**src/rtl/if_stage_prefetch_pkg.sv**
```systemverilog
// Shared types for the prefetching fetch stage: FSM encodings and the default
// instruction word shown when no fetched entry is valid.
package if_stage_prefetch_pkg;

  typedef enum logic [1:0] {
    ST_IDLE = 2'd0,
    ST_WAIT = 2'd1,
    ST_DROP = 2'd2
  } fetch_state_e;

  localparam logic [31:0] NOP_DEFAULT = 32'h0000_0000;

endpackage

```
**src/rtl/if_stage_prefetch_if.sv**
```systemverilog
// Instruction-memory request/response channel; the fetch stage is the master.
interface if_stage_prefetch_if #(
  parameter int ADDR_W = 32,
  parameter int INST_W = 32
);

  logic              imem_req;
  logic [ADDR_W-1:0] imem_addr;
  logic              imem_ready;
  logic [INST_W-1:0] imem_rdata;

  modport master (output imem_req, output imem_addr, input imem_ready, input imem_rdata);
  modport slave  (input imem_req, input imem_addr, output imem_ready, output imem_rdata);

endinterface

```
**src/rtl/if_stage_prefetch_fetch_fifo.sv**
```systemverilog
// Prefetch queue: power-of-two circular buffer with push/pop/flush; flush
// wins over a simultaneous push.
module if_stage_prefetch_fetch_fifo #(
  parameter int WIDTH = 64,
  parameter int DEPTH = 4
) (
  input  logic                     clk,
  input  logic                     rst,
  input  logic                     push_i,
  input  logic                     pop_i,
  input  logic                     flush_i,
  input  logic [WIDTH-1:0]         wdata_i,
  output logic [WIDTH-1:0]         rdata_o,
  output logic [$clog2(DEPTH):0]   count_o,
  output logic                     full_o,
  output logic                     empty_o
);

  localparam int PTR_W = $clog2(DEPTH);
  localparam int CNT_W = PTR_W + 1;
  localparam logic [CNT_W-1:0] DEPTH_C = CNT_W'(DEPTH);

  logic [WIDTH-1:0] mem_q [DEPTH];
  logic [PTR_W-1:0] wr_q, wr_d, rd_q, rd_d;
  logic [CNT_W-1:0] cnt_q, cnt_d;
  logic             do_push_s, do_pop_s;

  assign full_o    = (cnt_q == DEPTH_C);
  assign empty_o   = (cnt_q == {CNT_W{1'b0}});
  assign count_o   = cnt_q;
  assign rdata_o   = mem_q[rd_q];
  assign do_push_s = push_i && !full_o;
  assign do_pop_s  = pop_i && !empty_o;

  // Pointer and occupancy next-state
  always_comb begin
    wr_d  = wr_q;
    rd_d  = rd_q;
    cnt_d = cnt_q;
    if (flush_i) begin
      wr_d  = {PTR_W{1'b0}};
      rd_d  = {PTR_W{1'b0}};
      cnt_d = {CNT_W{1'b0}};
    end else begin
      wr_d  = do_push_s ? wr_q + {{(PTR_W-1){1'b0}}, 1'b1} : wr_q;
      rd_d  = do_pop_s  ? rd_q + {{(PTR_W-1){1'b0}}, 1'b1} : rd_q;
      cnt_d = cnt_q + {{(CNT_W-1){1'b0}}, do_push_s} - {{(CNT_W-1){1'b0}}, do_pop_s};
    end
  end

  // Pointer and occupancy registers
  always_ff @(posedge clk or negedge rst) begin
    if (!rst) begin
      wr_q  <= {PTR_W{1'b0}};
      rd_q  <= {PTR_W{1'b0}};
      cnt_q <= {CNT_W{1'b0}};
    end else begin
      wr_q  <= wr_d;
      rd_q  <= rd_d;
      cnt_q <= cnt_d;
    end
  end

  // Entry storage; contents past the read pointer are don't-care, so no reset
  always_ff @(posedge clk) begin
    if (do_push_s && !flush_i) begin
      mem_q[wr_q] <= wdata_i;
    end
  end

endmodule

```
**src/rtl/if_stage_prefetch.sv**
```systemverilog
// Instruction fetch stage with a prefetch queue: one outstanding SRAM request,
// redirects flush the queue and drop any in-flight response.
module if_stage_prefetch
  import if_stage_prefetch_pkg::*;
#(
  parameter int                ADDR_W   = 32,
  parameter int                INST_W   = 32,
  parameter int                DEPTH    = 4,
  parameter logic [ADDR_W-1:0] PC_STEP  = ADDR_W'(1'b1),
  parameter logic [ADDR_W-1:0] RESET_PC = '0,
  parameter logic [INST_W-1:0] NOP_WORD = INST_W'(NOP_DEFAULT)
) (
  input  logic                clk,
  input  logic                rst,
  input  logic                freeze,
  input  logic                branch_taken,
  input  logic [ADDR_W-1:0]   branch_addr,
  if_stage_prefetch_if.master imem,
  output logic                valid,
  output logic [ADDR_W-1:0]   pc,
  output logic [INST_W-1:0]   instruction
);

  localparam int CNT_W = $clog2(DEPTH) + 1;
  localparam logic [CNT_W-1:0] DEPTH_C = CNT_W'(DEPTH);

  fetch_state_e              state_q, state_d;
  logic [ADDR_W-1:0]         fetch_pc_q, fetch_pc_d;
  logic [ADDR_W-1:0]         drop_addr_q, drop_addr_d;
  logic [ADDR_W-1:0]         pc_hold_q;
  logic                      push_s, pop_s, full_s, empty_s;
  logic [CNT_W-1:0]          count_s, count_after_s;
  logic [ADDR_W+INST_W-1:0]  head_s;

  assign push_s = (state_q == ST_WAIT) && imem.imem_ready && !branch_taken;
  assign pop_s  = !empty_s && !freeze && !branch_taken;
  assign count_after_s = count_s + {{(CNT_W-1){1'b0}}, push_s} - {{(CNT_W-1){1'b0}}, pop_s};

  if_stage_prefetch_fetch_fifo #(
    .WIDTH (ADDR_W + INST_W),
    .DEPTH (DEPTH)
  ) u_fifo (
    .clk     (clk),
    .rst     (rst),
    .push_i  (push_s),
    .pop_i   (pop_s),
    .flush_i (branch_taken),
    .wdata_i ({fetch_pc_q + PC_STEP, imem.imem_rdata}),
    .rdata_o (head_s),
    .count_o (count_s),
    .full_o  (full_s),
    .empty_o (empty_s)
  );

  // Fetch FSM next-state; a redirect always retargets fetch_pc
  always_comb begin
    state_d     = state_q;
    fetch_pc_d  = fetch_pc_q;
    drop_addr_d = drop_addr_q;
    case (state_q)
      ST_IDLE: begin
        if (branch_taken) begin
          state_d    = ST_WAIT;
          fetch_pc_d = branch_addr;
        end else if (!full_s) begin
          state_d = ST_WAIT;
        end else begin
          state_d = ST_IDLE;
        end
      end
      ST_WAIT: begin
        if (branch_taken) begin
          fetch_pc_d = branch_addr;
          if (imem.imem_ready) begin
            state_d = ST_WAIT;
          end else begin
            state_d     = ST_DROP;
            drop_addr_d = fetch_pc_q;
          end
        end else if (imem.imem_ready) begin
          fetch_pc_d = fetch_pc_q + PC_STEP;
          state_d    = (count_after_s < DEPTH_C) ? ST_WAIT : ST_IDLE;
        end else begin
          state_d = ST_WAIT;
        end
      end
      ST_DROP: begin
        // The stale request must still complete before a new one may start
        if (branch_taken) begin
          fetch_pc_d = branch_addr;
        end else begin
          fetch_pc_d = fetch_pc_q;
        end
        state_d = imem.imem_ready ? ST_WAIT : ST_DROP;
      end
      default: begin
        state_d = ST_IDLE;
      end
    endcase
  end

  // FSM, fetch address and last-presented PC registers
  always_ff @(posedge clk or negedge rst) begin
    if (!rst) begin
      state_q     <= ST_IDLE;
      fetch_pc_q  <= RESET_PC;
      drop_addr_q <= RESET_PC;
      pc_hold_q   <= {ADDR_W{1'b0}};
    end else begin
      state_q     <= state_d;
      fetch_pc_q  <= fetch_pc_d;
      drop_addr_q <= drop_addr_d;
      pc_hold_q   <= empty_s ? pc_hold_q : head_s[ADDR_W+INST_W-1:INST_W];
    end
  end

  // Memory request and decode-side output muxing
  always_comb begin
    imem.imem_req = (state_q != ST_IDLE);
    if (state_q == ST_DROP) begin
      imem.imem_addr = drop_addr_q;
    end else begin
      imem.imem_addr = fetch_pc_q;
    end
    valid = !empty_s;
    if (!empty_s) begin
      pc          = head_s[ADDR_W+INST_W-1:INST_W];
      instruction = head_s[INST_W-1:0];
    end else begin
      pc          = pc_hold_q;
      instruction = NOP_WORD;
    end
  end

endmodule

```
**src/flat_wrapper.sv**
```systemverilog
// flat-port wrapper written by rule: the top's interface ports become plain ports
module if_stage_prefetch_flat import if_stage_prefetch_pkg::*;
#(
  parameter int                ADDR_W   = 32,
  parameter int                INST_W   = 32,
  parameter int                DEPTH    = 4,
  parameter logic [ADDR_W-1:0] PC_STEP  = ADDR_W'(1'b1),
  parameter logic [ADDR_W-1:0] RESET_PC = '0,
  parameter logic [INST_W-1:0] NOP_WORD = INST_W'(NOP_DEFAULT)
)
  (clk, rst, freeze, branch_taken, branch_addr, valid, pc, instruction, imem_imem_req, imem_imem_addr, imem_imem_ready, imem_imem_rdata);
  if_stage_prefetch_if #(.ADDR_W(ADDR_W), .INST_W(INST_W)) imem_i ();
  input  logic clk;
  input  logic rst;
  input  logic freeze;
  input  logic branch_taken;
  input  logic [ADDR_W-1:0] branch_addr;
  output logic valid;
  output logic [ADDR_W-1:0] pc;
  output logic [INST_W-1:0] instruction;
  output wire logic [$bits(imem_i.imem_req)-1:0] imem_imem_req;
  output wire logic [$bits(imem_i.imem_addr)-1:0] imem_imem_addr;
  input wire logic [$bits(imem_i.imem_ready)-1:0] imem_imem_ready;
  input wire logic [$bits(imem_i.imem_rdata)-1:0] imem_imem_rdata;
  assign imem_imem_req = imem_i.imem_req;
  assign imem_imem_addr = imem_i.imem_addr;
  assign imem_i.imem_ready = imem_imem_ready;
  assign imem_i.imem_rdata = imem_imem_rdata;
  if_stage_prefetch #(.ADDR_W(ADDR_W), .INST_W(INST_W), .DEPTH(DEPTH), .PC_STEP(PC_STEP), .RESET_PC(RESET_PC), .NOP_WORD(NOP_WORD)) u_core (.clk(clk), .rst(rst), .freeze(freeze), .branch_taken(branch_taken), .branch_addr(branch_addr), .imem(imem_i), .valid(valid), .pc(pc), .instruction(instruction));
endmodule
```
**config.mk**
```make
export PLATFORM = sky130hd
export DESIGN_NAME = if_stage_prefetch_flat
export DESIGN_NICKNAME = d
export VERILOG_FILES = /design/src/rtl/if_stage_prefetch_pkg.sv /design/src/rtl/if_stage_prefetch_if.sv /design/src/rtl/if_stage_prefetch_fetch_fifo.sv /design/src/rtl/if_stage_prefetch.sv /design/src/flat_wrapper.sv
export SDC_FILE = /design/constraint.sdc
export NUM_CORES = 1
export LEC_CHECK = 0
export ABC_AREA = 1
export ABC_CLOCK_PERIOD_IN_PS = 4200
export BUFFER_PORTS_ARGS = -buffer_cell sky130_fd_sc_hd__clkbuf_2
export CAP_MARGIN = 30
export CORE_MARGIN = 2
export CORE_UTILIZATION = 53
export CTS_CLUSTER_DIAMETER = 80
export DETAILED_ROUTE_END_ITERATION = 16
export PLACE_DENSITY = 0.76
export SETUP_SLACK_MARGIN = 0.02
export SYNTH_ARGS = -nofsm -noshare
export SYNTH_HDL_FRONTEND = slang
export SYNTH_HIERARCHICAL = 1
export SYNTH_SLANG_ARGS = --single-unit
```
**constraint.sdc**
```tcl
create_clock -name clk -period 4.2 [get_ports clk]
set_clock_uncertainty 0.2 [all_clocks]
set_input_delay 0 -clock clk [delete_from_list [all_inputs] [get_ports clk]]
set_output_delay 0 -clock clk [all_outputs]
set_load 0.02 [all_outputs]
```
==> metrics <==
number of max-slew violations in the final report 0; async set-or-reset flop fraction in the synthesized netlist 29.1%; Arr. time, crit path 3150 ps; CTS max path bufs 3; hpwl dp between 20000 and 25000 um; RD Place Congestion around 0.94; worst rel slew slack 36.7%; Top FF cell, synth edfxtp_1; Die Ht 176 um; Psw 4.23 mW; Starting DRT DRC Count 1233; RSZ-0062 raised after global routing false; Total Wirelength 37800 um; largest stage delay on the critical path 740 ps; power per standard cell area 628 nW/um^2; Overall Global Routing Usage between 20% and 30%; number of global-route vias before repair ~11000; Fin. Hold Viols 0; Post-Synth Adder-Cell Area 0.846%; Seq/Total Area, Yosys 65.8%; fmax 298 MHz; gr ovfl total 0; Die X between 150 and 200 um; Post-CTS Setup Inserts 0; Worst EP required 4000 ps; main combinational cell family by area after synthesis simple AND/OR/NAND/NOR gates; Initial Utilization around 54%; CTS tree yes; root buf cell clkbuf_16; die area 31000 um^2; peak ir drop on the vdd network roughly 0.00046 V; critical path class reg -> out; Compound-Gate Fraction of Synth Area 10.1%; largest net degree at the start of global routing 89; Syn Nets 1618; multiplexer share of the synthesized area 0%; worst setup margin between 800 and 900 ps; Worst Path Max Fanout 88; Worst Tran Pin Value approximately 950 ps; CTS clk-pin slew, worst paths approximately 60 ps; I/O Pins 167; outcome complete, no violations; # port buffers 166; Leak 7.89 nW; Mapped Cells 1539; Int Pwr between 7 and 8 mW; FP Rows 62; HP Class in -> reg; nets 1835; Vias/cell 5.38; Core Footprint 28900 um^2; Synth Area in Simple Gates 17.4%; EDFF count, synth 256; crit path time final between 3000 and 4000 ps; Tcrit/Tclk final 79.8%; critical path cell sequence buf_4 > o21ai_0 > o22ai_1 > nand2_1 > nand2_1 > clkbuf_2; initial antenna violation count 0; DRT antenna net count 0; setup violators final 0; setup_tns 0 ps; warnings from Yosys 6; first-pass GRT wire length 58900 um; total clock sinks 361; switching share of power 35.8%; sequential power share 41.5%; Worst path slowest cell buf_4; DRT Pass-1 Iters 6; commonest non-fill, non-tap cell in the layout nand2_1; DRC viols 0; most frequent cells in the layout 311 x nand2_1, 291 x nor2_1, 256 x edfxtp_1, 165 x clkbuf_2, 127 x o21ai_0; post-synthesis xor/xnor area fraction 0.662%; layout cells sized above 1 between 10% and 20%; startpoint types register; via count 11700; Setup crit end kind output port; antenna cells 0; P&R area growth vs syn 20.1%; pre-CTS WS around 1200 ps; H-Tree Depth 2; CTS buffer count 38; CP most frequent cell nand2_1; Synth Register Bits 361; Mapped Area 15700 um^2; Netlist cell types 34; WL/cell about 17 um; Worst-Skew Late Latency between 500 and 600 ps; Max Cap Violations 0; Syn Area/Cell 10.2 um^2; Clk pwr share slightly below 30%; combinational share of power 29.6%
-- layout make-up --
type	count	area, um^2
Tap cell	384	480
Clock buffer	48	1050
Fill cell	2233	10100
Clock inverter	22	239
Timing Repair Buffer	254	1750
Inverter	106	400
Sequential cell	361	10300
Multi-Input combinational cell	995	4590
-- logic make-up after synthesis --
logic type / count (synthesis)
XOR/XNOR: 11
AND/OR/NAND/NOR: 679
AO/OA/AOI/OAI: 295
flip-flops: 361
buffers and inverters: 183
adder cells (fa/ha/maj): 10
-- sequential cells by signal, indices dropped and copies added (netlist names) --
name,count
u_core/fetch_pc_q,32
u_core/pc_hold_q,32
u_core/u_fifo/wr_q,2
u_core/drop_addr_q,32
u_core/u_fifo/mem_q,256
u_core/state_q,2
u_core/u_fifo/count_o,3
u_core/u_fifo/rd_q,2
-- power by group through the flow --
stage          logic [mW]  clock network [mW]  registers [mW]
5_1_grt              3.85                3.60            4.97
2_1_floorplan        2.27                   0            4.87
3_3_place_gp         3.29                   0            4.94
6_report             3.50                3.42            4.90
3_5_place_dp         3.40                   0            4.96
4_1_cts              3.48                3.45            4.90
-- critical path, delay by kind of cell (launching register included) --
kind,cells,cell delay (ps)
and+or+nand+nor,2,230
DFF,1,730
AOI/OAI and AO/OA,2,700
buffers and inverters,2,910
-- Yosys cell counts (all sizes together), types with 9 or more instances --
library cell,count,area share [%]
a21oi,42,1.4
nor2,309,7.9
inv,105,2.5
ha,9,0.72
edfxtp,256,49
clkbuf,39,0.93
dfrtp,105,17
o21ai,180,5.7
nand2,321,7.9
nand3,40,1.3
buf,38,1.7
xor2,11,0.66
o22ai,71,2.8
-- metal layers --
metal / routed length [um] / track usage [%]
met5: 0 / 0
met4: 872 / 6.68
met3: 2710 / 3.66
met2: 17600 / 39.3
met1: 16600 / 34.7
-- timing repair --
item | CTS | global route
endpoints found under the hold margin | 241 | 0
resized for setup | 0 | 0
hold buffers | 71 | 0
-- metrics by stage --
| step | util [%] | hold slack (ps) | area (um^2) | total power, mW | instances |
|---|---|---|---|---|---|
| after floorplan | - | -496 | 15700 | 7.15 | 1539 |
| after global placement | 58.0 | 7.06 | 16800 | 8.23 | 2027 |
| after detailed placement | 58.2 | 1.46 | 16800 | 8.36 | 2029 |
| after CTS | 65.1 | 32.4 | 18800 | 11.8 | 2170 |
| after global routing | 65.1 | 50.5 | 18800 | 12.4 | 2170 |
| final | 65.1 | 46.2 | 18800 | 11.8 | 2170 |
-- final timing paths --
check,end,slack [ps],depth (start not counted),start
min in group asynchronous,u_core/drop_addr_q[20]$_DFFE_PN0P_,410,3,rst
hold / removal,u_core/u_fifo/mem_q[1][31]$_DFFE_PP_,50,2,imem_imem_rdata[31]
setup reg to reg,u_core/u_fifo/mem_q[2][48]$_DFFE_PP_,1120,7,u_core/state_q[0]$_DFF_PN0_
max in group asynchronous,u_core/fetch_pc_q[20]$_DFFE_PN0P_,1730,4,rst
setup / recovery,pc[20],850,6,u_core/u_fifo/rd_q[0]$_DFFE_PN0P_
hold reg to reg,u_core/pc_hold_q[4]$_DFF_PN0_,270,2,u_core/pc_hold_q[4]$_DFF_PN0_
Note: power is estimated with default switching activity, not from simulation.
